==> src/rtl/mem_arb_pkg.sv <==
// Shared encodings for the memory-port arbiter: FSM states, owner codes and
// the default starvation limit.
package mem_arb_pkg;

    typedef enum logic [1:0] {
        ST_IDLE = 2'd0,
        ST_BUSY = 2'd1,
        ST_DONE = 2'd2
    } state_t;

    typedef enum logic [1:0] {
        OWN_NONE  = 2'd0,
        OWN_DATA  = 2'd1,
        OWN_INSTR = 2'd2
    } owner_t;

    localparam int STARVE_MAX_DEF = 4;

endpackage

==> src/rtl/mem_arb_prio.sv <==
// Winner select for the memory arbiter: data has fixed priority, but once
// STARVE_MAX data grants have been made back-to-back against a waiting fetch,
// the fetch wins the next contended arbitration.
module mem_arb_prio
    import mem_arb_pkg::*;
#(
    parameter int STARVE_MAX = STARVE_MAX_DEF
) (
    input  logic   clk,
    input  logic   rst,
    input  logic   idle,
    input  logic   grant,
    input  logic   d_req,
    input  logic   i_req,
    output owner_t winner
);

    localparam int CNT_W = $clog2(STARVE_MAX + 1);

    logic [CNT_W-1:0] starve_cnt_r;
    logic             starved_s;

    assign starved_s = (starve_cnt_r == CNT_W'(STARVE_MAX));

    // Pick the requester that would be granted if the FSM grants this cycle.
    always_comb begin
        winner = OWN_NONE;
        if (d_req && !(i_req && starved_s)) begin
            winner = OWN_DATA;
        end else if (i_req) begin
            winner = OWN_INSTR;
        end else begin
            winner = OWN_NONE;
        end
    end

    // Count data grants made while a fetch waits; clear when fetch is served or absent.
    always_ff @(posedge clk or negedge rst) begin
        if (!rst) begin
            starve_cnt_r <= {CNT_W{1'b0}};
        end else if (grant && (winner == OWN_INSTR)) begin
            starve_cnt_r <= {CNT_W{1'b0}};
        end else if (grant && (winner == OWN_DATA) && i_req) begin
            if (!starved_s) begin
                starve_cnt_r <= starve_cnt_r + CNT_W'(1);
            end else begin
                starve_cnt_r <= starve_cnt_r;
            end
        end else if (idle && !i_req) begin
            starve_cnt_r <= {CNT_W{1'b0}};
        end else begin
            starve_cnt_r <= starve_cnt_r;
        end
    end

endmodule

==> src/rtl/mem_arbiter.sv <==
// Arbitrates the single memory port between instruction fetch and the data
// stage. One transaction at a time: IDLE (arbitrate) -> BUSY (wait m_ack)
// -> DONE (one-cycle ack to the owner). All outputs are registered.
// Optional build macro MEM_ARB_PERF_EN adds wait-cycle and grant counters.
module mem_arbiter
    import mem_arb_pkg::*;
#(
    parameter int ADDR_W     = 32,
    parameter int DATA_W     = 32,
    parameter int STARVE_MAX = STARVE_MAX_DEF
) (
    input  logic              clk,
    input  logic              rst,
    input  logic              d_req,
    input  logic              d_we,
    input  logic [ADDR_W-1:0] d_addr,
    input  logic [DATA_W-1:0] d_wdata,
    output logic [DATA_W-1:0] d_rdata,
    output logic              d_ack,
    input  logic              i_req,
    input  logic [ADDR_W-1:0] i_addr,
    output logic [DATA_W-1:0] i_rdata,
    output logic              i_ack,
    output logic              m_req,
    output logic              m_we,
    output logic [ADDR_W-1:0] m_addr,
    output logic [DATA_W-1:0] m_wdata,
    input  logic [DATA_W-1:0] m_rdata,
    input  logic              m_ack
`ifdef MEM_ARB_PERF_EN
    ,
    output logic [31:0]       d_wait_cnt,
    output logic [31:0]       i_wait_cnt,
    output logic [31:0]       grant_cnt
`endif
);

    state_t            state_r, state_nxt_s;
    owner_t            owner_r, owner_nxt_s;
    owner_t            winner_s;
    logic              grant_s;
    logic              idle_s;
    logic              m_req_nxt_s, m_we_nxt_s, d_ack_nxt_s, i_ack_nxt_s;
    logic [ADDR_W-1:0] m_addr_nxt_s;
    logic [DATA_W-1:0] m_wdata_nxt_s, d_rdata_nxt_s, i_rdata_nxt_s;

    assign idle_s = (state_r == ST_IDLE);

    mem_arb_prio #(
        .STARVE_MAX(STARVE_MAX)
    ) u_prio (
        .clk   (clk),
        .rst   (rst),
        .idle  (idle_s),
        .grant (grant_s),
        .d_req (d_req),
        .i_req (i_req),
        .winner(winner_s)
    );

    // Next-state and next-output computation for the transaction FSM.
    always_comb begin
        state_nxt_s   = state_r;
        owner_nxt_s   = owner_r;
        grant_s       = 1'b0;
        m_req_nxt_s   = m_req;
        m_we_nxt_s    = m_we;
        m_addr_nxt_s  = m_addr;
        m_wdata_nxt_s = m_wdata;
        d_ack_nxt_s   = 1'b0;
        i_ack_nxt_s   = 1'b0;
        d_rdata_nxt_s = d_rdata;
        i_rdata_nxt_s = i_rdata;
        case (state_r)
            ST_IDLE: begin
                if (winner_s == OWN_DATA) begin
                    grant_s       = 1'b1;
                    owner_nxt_s   = OWN_DATA;
                    m_req_nxt_s   = 1'b1;
                    m_we_nxt_s    = d_we;
                    m_addr_nxt_s  = d_addr;
                    m_wdata_nxt_s = d_wdata;
                    state_nxt_s   = ST_BUSY;
                end else if (winner_s == OWN_INSTR) begin
                    grant_s       = 1'b1;
                    owner_nxt_s   = OWN_INSTR;
                    m_req_nxt_s   = 1'b1;
                    m_we_nxt_s    = 1'b0;
                    m_addr_nxt_s  = i_addr;
                    m_wdata_nxt_s = {DATA_W{1'b0}};
                    state_nxt_s   = ST_BUSY;
                end else begin
                    owner_nxt_s   = OWN_NONE;
                end
            end
            ST_BUSY: begin
                if (m_ack) begin
                    m_req_nxt_s = 1'b0;
                    state_nxt_s = ST_DONE;
                    if (owner_r == OWN_DATA) begin
                        d_ack_nxt_s = 1'b1;
                        if (!m_we) begin
                            d_rdata_nxt_s = m_rdata;
                        end else begin
                            d_rdata_nxt_s = d_rdata;
                        end
                    end else if (owner_r == OWN_INSTR) begin
                        i_ack_nxt_s   = 1'b1;
                        i_rdata_nxt_s = m_rdata;
                    end else begin
                        d_ack_nxt_s = 1'b0;
                    end
                end else begin
                    state_nxt_s = ST_BUSY;
                end
            end
            ST_DONE: begin
                state_nxt_s = ST_IDLE;
            end
            default: begin
                state_nxt_s = ST_IDLE;
                m_req_nxt_s = 1'b0;
            end
        endcase
    end

    // FSM state register.
    always_ff @(posedge clk or negedge rst) begin
        if (!rst) begin
            state_r <= ST_IDLE;
        end else begin
            state_r <= state_nxt_s;
        end
    end

    // Registered datapath latches and handshake outputs.
    always_ff @(posedge clk or negedge rst) begin
        if (!rst) begin
            owner_r <= OWN_NONE;
            m_req   <= 1'b0;
            m_we    <= 1'b0;
            m_addr  <= {ADDR_W{1'b0}};
            m_wdata <= {DATA_W{1'b0}};
            d_ack   <= 1'b0;
            i_ack   <= 1'b0;
            d_rdata <= {DATA_W{1'b0}};
            i_rdata <= {DATA_W{1'b0}};
        end else begin
            owner_r <= owner_nxt_s;
            m_req   <= m_req_nxt_s;
            m_we    <= m_we_nxt_s;
            m_addr  <= m_addr_nxt_s;
            m_wdata <= m_wdata_nxt_s;
            d_ack   <= d_ack_nxt_s;
            i_ack   <= i_ack_nxt_s;
            d_rdata <= d_rdata_nxt_s;
            i_rdata <= i_rdata_nxt_s;
        end
    end

`ifdef MEM_ARB_PERF_EN
    // Wait-cycle and grant counters, wrapping.
    always_ff @(posedge clk or negedge rst) begin
        if (!rst) begin
            d_wait_cnt <= 32'd0;
            i_wait_cnt <= 32'd0;
            grant_cnt  <= 32'd0;
        end else begin
            if (d_req && !d_ack) begin
                d_wait_cnt <= d_wait_cnt + 32'd1;
            end else begin
                d_wait_cnt <= d_wait_cnt;
            end
            if (i_req && !i_ack) begin
                i_wait_cnt <= i_wait_cnt + 32'd1;
            end else begin
                i_wait_cnt <= i_wait_cnt;
            end
            if (grant_s) begin
                grant_cnt <= grant_cnt + 32'd1;
            end else begin
                grant_cnt <= grant_cnt;
            end
        end
    end
`endif

endmodule

==> config.mk <==
export PLATFORM = sky130hd
export DESIGN_NAME = mem_arbiter
export DESIGN_NICKNAME = d
export VERILOG_FILES = /design/src/rtl/mem_arb_pkg.sv /design/src/rtl/mem_arb_prio.sv /design/src/rtl/mem_arbiter.sv
export SDC_FILE = /design/constraint.sdc
export NUM_CORES = 1
export LEC_CHECK = 0
export BUFFER_PORTS_ARGS = -buffer_cell sky130_fd_sc_hd__buf_2
export CAP_MARGIN = 20
export CORE_ASPECT_RATIO = 0.5
export CORE_MARGIN = 2
export CORE_UTILIZATION = 50
export DETAILED_ROUTE_END_ITERATION = 16
export GPL_TIMING_DRIVEN = 0
export PLACE_DENSITY = 0.86
export RECOVER_POWER = 25
export SETUP_SLACK_MARGIN = 0.02
export SKIP_CTS_REPAIR_TIMING = 1
export SLEW_MARGIN = 40
export SYNTH_ARGS = -nofsm -noshare
export SYNTH_HDL_FRONTEND = slang
export SYNTH_SLANG_ARGS = --single-unit
==> constraint.sdc <==
create_clock -name clk -period 2.56 [get_ports clk]
set_input_delay 0.384 -clock clk [delete_from_list [all_inputs] [get_ports clk]]
set_output_delay 0.384 -clock clk [all_outputs]
set_load 0.02 [all_outputs]
==> summary.txt, run 1 <==
Post-synthesis instance area - 5740 um2
Number of buffer cells added on primary ports - 264
Wire length after detailed routing - 15.0 mm
CP required - 2.81 ns
Skew final - 0.0110 ns
Count of vias placed by the detailed router - 4745
Setup slack after placement - 0.616 ns
Largest voltage drop on the vdd net - 0.606 mV
HPWL after detailed placement - 10.9 mm
Leading area contributor after synthesis - dfrtp_1
Transition time at the pin with the least slew margin - 0.574 ns
Average detailed-routed wire length per instance - 16.9 um
Synthesized instance count - 441
Number of warnings printed during yosys synthesis - 0
Count of different cell masters after synthesis - 28
Ranking of synthesized cells by area - dfrtp_1 (61%), mux2_2 (12%), a22o_1 (5.0%)
Worst reg2reg endpoint - m_addr[23]
Time the final worst path needs with I/O delays and setup - 2.09 ns
Power per Cell Area - 1410 nW/um2
Total Die Area - 12400 um2
Number of H-tree branching levels - 4
Max clock buf depth - 2
Ports - 266
Final hold violations - 0
Met3 track demand over resource - 0.0456
Clock tree from TritonCTS - yes
Vias per std cell - 5.37
Leakage component of the power - 3.97 nW
Die height - 79.8 um
Net count of the mapped netlist - 577
Number of global-route vias before repair - 4730
Met1 layer usage reported by global route - 0.295
Detailed Routing Iterations Pass 1 - 4
Total number of nets in the final design - 862
Post-route setup slack - 0.472 ns
Remaining Overflow, GRT - 0
Nature of the critical path endpoint - flop
Slew Limit Headroom - 0.618
Max-capacitance violation count - 0
RSZ-0062 raised after global routing - false
Count of antenna-violating nets left after detailed routing - 0
Kind of path behind the tightest hold check - input pin to flop
Number of design rule violations left after detail routing - 0
Total core area - 11100 um2
Post-route worst hold slack - 0.200 ns
Predominant post-synthesis flop cell - dfrtp_1
Number of endpoints failing setup at the final stage - 0
Most congested layer reported by global routing - met2
Reg2reg path depth - 7
Launch point of the critical path - u_prio.starve_cnt_r[0]
R2R setup slack - 0.47 ns
Sequential element share of the synthesized area - 0.606
Number of antenna violations at the first check in global routing - 0
FP Rows - 27
Portion of the clock cycle consumed by the worst path in the final layout - 0.816
Buffer cell driving the clock tree root - clkbuf_16
Die Width - 156 um
Routability Congestion - 0.849
Initial core utilization - 0.518
Startpoint of the worst hold path - d_wdata[19]
Proportion of layout cells with a drive suffix above 1 - 0.487
Worst endpoint data arrival time - 2.34 ns
Number of sinks handled by clock tree synthesis - 139
Maximum number of pins on one net before global-route repair - 78
Clk pin slew, worst setup/hold paths - 0.06 ns
Syn-to-layout area delta - 37.6%
Number of enable flip-flop cells after synthesis - 0
Hold EP - m_wdata[19]
Met2 capacity usage during global routing - 0.442
Area fraction of the dominant cell type after synthesis - 0.606
Startpoint of the worst-slack reg-to-reg timing path - u_prio.starve_cnt_r[0]
Number of pins exceeding their max-slew limit in the final report - 0
Worst Hold Depth - 2
Number of buffers inserted during clock tree synthesis - 17
Insertion delay to the later sink of the worst-skew pair - 0.40 ns
Achievable Freq - 0.479 GHz
Proportion of synthesized flip-flops having asynchronous set or reset - 1.00
Crit Path Max Fanout - 10
Crit path kind - flop to flop
Run status - completed
Avg Cell Area, Syn - 13.0 um2
Overall global routing resource usage - 0.243
Startpoint type of the worst setup path - flop
First-pass GRT wire length - 23.5 mm
Antenna fix cells - 0
Flip-flop and latch count after synthesis - 139
Design Power - 0.0112 W
Final design utilization - 0.713
Iteration-0 DRC Markers - 266
==> cell families (layout without fill, tap and decap cells) <==
family,after synthesis,in the layout,share of synthesized area
flip-flops,139,139,0.606
AND/OR/NAND/NOR,89,89,0.0937
buffers and inverters,75,373,0.0645
AO/OA/AOI/OAI,72,72,0.107
multiplexers,64,64,0.125
adder cells (fa/ha/maj),2,2,0.00436
==> metrics by stage <==
| stage | setup TNS [ns] | instances | instance area [um2] |
|---|---|---|---|
| 2_1_floorplan | 0 | 441 | 5740 |
| 3_3_place_gp | -96.91 | 850 | 7250 |
| 3_5_place_dp | 0 | 851 | 7280 |
| 4_1_cts | 0 | 883 | 7940 |
| 5_1_grt | 0 | 884 | 7910 |
| 6_report | 0 | 884 | 7910 |
==> worst max-delay path: stages, from the launching register on <==
cell      delay [ns]
dfrtp_1         0.38
inv_1           0.06
ha_1            0.19
nand3_1         0.28
and2_1          0.18
clkbuf_1        0.27
clkbuf_1        0.41
o221ai_1        0.18
==> final cells by class <==
type / instances / area [um2]
inverters: 35 / 131
fillers: 793 / 3180
clock buffers: 18 / 439
repair buffers: 266 / 1340
clock inverters: 14 / 218
flip-flops and latches: 139 / 3480
well taps: 145 / 181
multi-input cells: 227 / 1880
plain buffers: 40 / 239
==> placed cells by master, fill, tap and decap left out, drive strengths merged <==
cell / synthesis / layout
clkbuf: 19 / 60
dlygate4sd3: 0 / 1
nor4b: 1 / 1
nor2: 2 / 2
mux2: 64 / 64
a21o: 1 / 1
and3: 1 / 1
ha: 2 / 2
inv: 35 / 37
and2: 2 / 2
nand3: 33 / 33
nand4: 34 / 34
nand2: 9 / 9
o21ai: 5 / 5
o221ai: 32 / 32
or2: 2 / 2
a22o: 33 / 33
clkinv: 0 / 4
dfrtp: 139 / 139
nand3b: 1 / 1
a32o: 1 / 1
buf: 21 / 263
nor3b: 2 / 2
nand2b: 2 / 2
bufinv: 0 / 5
clkinvlp: 0 / 3
==> synthesized netlist by cell type (2+ instances only) <==
master      n
nand3_1    32
buf_6      10
o221ai_1   32
nand4_1    34
ha_1        2
mux2_2     62
dfrtp_1   139
nor2_1      2
clkbuf_1   19
mux2_1      2
nand2_1     9
o21ai_0     5
buf_2      11
a22o_1     33
nand2b_1    2
inv_1      35
==> routing by layer <==
layer  share of wire  vias to the layer above  routed length, um
met1            0.40                     2365               6000
met5               0                        -                  0
met3           0.049                       22                736
li1                -                     2196                  -
met2            0.53                      162               7990
met4           0.016                        0                233
==> registers in the layout (all words and copies together), names as in the netlist <==
name                 count
i_ack                    1
owner_r                  2
m_req                    1
u_prio.starve_cnt_r      3
d_rdata                 32
m_wdata                 32
d_ack                    1
m_addr                  32
m_we                     1
state_r                  2
i_rdata                 32
==> worst max-delay path by stage <==
stage	endpoint	slack, ns	cells past startpoint
after floorplan	d_rdata[0]	0.97	4
after global placement	i_rdata[17]	-0.71	1
after detailed placement	m_addr[8]	0.62	7
after CTS	m_addr[23]	0.61	7
after global routing	m_addr[15]	0.24	7
final	m_addr[23]	0.47	7
==> power by group <==
| part | total (W) | internal (W) | leakage, nW | switching (W) |
|---|---|---|---|---|
| Clock | 0.00271 | 0.00176 | 0.313 | 0.000945 |
| Sequential | 0.00383 | 0.00326 | 1.72 | 0.000568 |
| Combinational | 0.00462 | 0.00181 | 1.93 | 0.00281 |
No activity file was read; power rests on OpenSTA's default activity.
==> inputs of run 2 (changes only) <==
ABC_AREA = 1   (was default)
CORE_UTILIZATION = 43   (was 50)
PLACE_DENSITY = 0.78   (was 0.86)
clock period = 1.79 ns   (was 2.56 ns; I/O delays follow)
==> summary.txt, run 2 <==
Synthesized instance count - 737 (+67%)
Transition time at the pin with the least slew margin - 0.647 ns (+0.0730 ns)
Final hold violations - 0 (unchanged)
Count of different cell masters after synthesis - 20 (-29%)
Nature of the critical path endpoint - flop
Comb pwr share - 0.399 (-0.015)
Post-synthesis instance area - 6020 um2 (+4.8%)
Skew final - 0.0134 ns (+0.00231 ns)
Ports - 266 (unchanged)
Final design utilization - 0.606 (-0.107)
Basic-gate share of the synthesized area counting and, or, nand and nor cells - 0.326 (+0.232)
Kind of path behind the tightest hold check - input pin to flop
Sequential cell area - 3480 um2 (unchanged)
Count of vias placed by the detailed router - 5736 (+21%)
RSZ-0062 raised after global routing - false
Power per Cell Area - 1830 nW/um2 (+30%)
Time the final worst path needs with I/O delays and setup - 1.59 ns (-0.502 ns)
Clock tree from TritonCTS - yes
Cell-internal power - 0.00889 W (+30%)
Proportion of layout cells with a drive suffix above 1 - 0.322 (-0.165)
Area share of fa/ha/maj cells after synthesis - 0.00416 (-0.000199)
Relative contribution of sequential cells to total power - 0.348 (+0.005)
Number of sinks handled by clock tree synthesis - 139 (unchanged)
Startpoint type of the worst setup path - flop
Remaining Overflow, GRT - 0 (unchanged)
Worst path max stage delay - 0.38 ns (-0.03 ns)
Xor-xnor portion of the synthesized cell area - 0.00145 (+0.00145)
Detailed Routing Iterations Pass 1 - 5 (+1)
Critical path, cell by cell - inv_1 -> ha_1 -> nand3_2 -> clkbuf_1 -> nand3_1 -> nand3_1 -> nand2_1
Run status - completed
Buffer cell driving the clock tree root - clkbuf_16
Worst reg2reg endpoint - m_addr[15]
Number of endpoints failing setup at the final stage - 0 (unchanged)
Wire length after detailed routing - 16.7 mm (+11%)
Total Die Area - 15000 um2 (+21%)
Leading cell types in the layout, fill and taps excluded - nand2_1 (369), buf_2 (275), dfrtp_1 (139)
FP Rows - 30 (+11%)
Achievable Freq - 0.631 GHz (+32%)
Number of pins exceeding their max-slew limit in the final report - 0 (unchanged)
Area fraction of the dominant cell type after synthesis - 0.578 (-0.0277)
Leading area contributor after synthesis - dfrtp_1
Die height - 87.7 um (+9.9%)
Crit Path Max Fanout - 10 (unchanged)
Insertion delay to the later sink of the worst-skew pair - 0.41 ns (about the same)
Clk pin slew, worst setup/hold paths - 0.06 ns (about the same)
Avg Cell Area, Syn - 8.17 um2 (-37%)
Ranking of synthesized cells by area - dfrtp_1 (58%), nand2_1 (23%), nand3_1 (8.1%)
R2R setup slack - 0.20 ns (-0.27 ns)
Number of buffer cells added on primary ports - 264 (unchanged)
Most common cell after layout, fill and taps aside - nand2_1
Slowest cell on the critical path - clkbuf_1
Sequential element share of the synthesized area - 0.578 (-0.0277)
Combined area of the multi-input logic cells - 2010 um2 (+7.0%)
Share of total power in the clock network - 0.253 (+0.010)
Net switching power - 0.00622 W (+44%)
Worst Hold Depth - 3 (+1)
Reg2reg path depth - 7 (unchanged)
Maximum number of pins on one net before global-route repair - 74 (-5.1%)
Number of design rule violations left after detail routing - 0 (unchanged)
Number of buffers inserted during clock tree synthesis - 17 (unchanged)
Number of global-route vias before repair - 5616 (+19%)
Main combinational cell family by area after synthesis - simple AND/OR/NAND/NOR gates
Crit path kind - flop to flop
Max-capacitance violation count - 0 (unchanged)
Number of antenna violations at the first check in global routing - 1 (+1)
Slew Limit Headroom - 0.569 (-0.0486)
Count of antenna-violating nets left after detailed routing - 0 (unchanged)
Routability Congestion - 0.853 (+0.46%)
Worst endpoint data arrival time - 1.88 ns (-0.46 ns)
Max clock buf depth - 2 (unchanged)
Hold EP - m_wdata[21]
Most common cell on crit path - nand3_1
Startpoint of the worst-slack reg-to-reg timing path - u_prio.starve_cnt_r[0]
Proportion of synthesized area in mux cells - 0 (-0.125)
Syn-to-layout area delta - 37.2%
Portion of the clock cycle consumed by the worst path in the final layout - 0.886 (+0.0702)
Switching portion of total power - 0.412 (+0.0245)
Die Width - 171 um (+10%)
Startpoint of the worst hold path - d_wdata[21]
Net count of the mapped netlist - 873 (+51%)
Leakage component of the power - 5.04 nW (+27%)
Flip-flop and latch count after synthesis - 139 (unchanged)
Total Neg Setup Slack - 0 ns (unchanged)
Launch point of the critical path - u_prio.starve_cnt_r[0]
Predominant post-synthesis flop cell - dfrtp_1
Total number of nets in the final design - 1159 (+34%)
Commonest cells post-synth - nand2_1 (369), dfrtp_1 (139), nand3_1 (97)
Largest voltage drop on the vdd net - 0.743 mV (+23%)
Average detailed-routed wire length per instance - 13.6 um (-20%)
Total core area - 13600 um2 (+23%)
Overall global routing resource usage - 0.224 (-0.0183)
Number of H-tree branching levels - 4 (unchanged)
First-pass GRT wire length - 26.8 mm (+14%)
Number of warnings printed during yosys synthesis - 0 (unchanged)
Vias per std cell - 4.67 (-13%)
Initial core utilization - 0.442 (-0.0766)
Antenna fix cells - 0 (unchanged)
HPWL after detailed placement - 12.4 mm (+14%)
Proportion of synthesized flip-flops having asynchronous set or reset - 1.00 (unchanged)
Synthesized-area fraction occupied by ao, oa, aoi and oai cells - 0.00603 (-0.100)
CP required - 2.09 ns (-0.72 ns)
Iteration-0 DRC Markers - 280 (+5.3%)
Most repeated cell in the gate-level netlist after synthesis - nand2_1
Final-layout fill cell count - 1236 (+56%)
Number of enable flip-flop cells after synthesis - 0 (unchanged)
-- run 2: kinds of logic (layout without fill, tap and decap cells) --
kind of cell	after synthesis	in the layout
simple gates	477	477
flops	139	139
buf+inv	112	411
compound gates	6	6
fa+ha+maj	2	2
xor+xnor	1	1
-- run 2: critical path, delay by kind of cell, from the launching register on --
family / cells / cell delay [ns]
simple gates: 4 / 0.46
buf+inv: 2 / 0.45
fa+ha+maj: 1 / 0.21
flops: 1 / 0.37
-- run 2: area by class of cell --
class	count	share of cell area
timing repair buffer	267	0.166
sequential	139	0.421
clock buffer	18	0.0532
inverter	74	0.0336
buffer	38	0.0285
tap	192	0.0291
clock inverter	14	0.0253
multi-input combinational	486	0.243
-- run 2: routing by layer --
metal / up-vias / wire [um] / global-route usage
li1: 2809 / - / -
met1: 2716 / 6890 / 0.275
met2: 166 / 8460 / 0.400
met3: 43 / 824 / 0.0425
met4: 2 / 481 / 0.0863
met5: - / 13 / 0
-- run 2: through the flow --
step	power (W)	instance area (um2)	setup WS (ns)	hold slack, ns	std cells
detailed placement	0.0114	7650	0.211	0.0955	1195
CTS	0.0153	8290	0.208	-0.339	1227
global route	0.0161	8260	0.0213	0.0515	1228
finish	0.0151	8260	0.204	0.0541	1228
floorplan	0.00904	6020	0.478	-0.0271	737
global placement	0.0112	7580	-1.50	0.449	1193
-- run 2: worst max path at each step --
stage,to
after CTS,m_addr[15]
after detailed placement,m_addr[27]
final,m_addr[15]
after floorplan,m_addr[10]
after global placement,i_rdata[13]
after global routing,m_addr[1]
-- run 2: power groups by stage --
stage | combinational, W | sequential, W | clock, W
after floorplan | 0.00214 | 0.00690 | 0
after global placement | 0.00594 | 0.00524 | 0
after detailed placement | 0.00612 | 0.00528 | 0
after CTS | 0.00613 | 0.00526 | 0.00389
after global routing | 0.00664 | 0.00541 | 0.00403
final | 0.00603 | 0.00525 | 0.00383
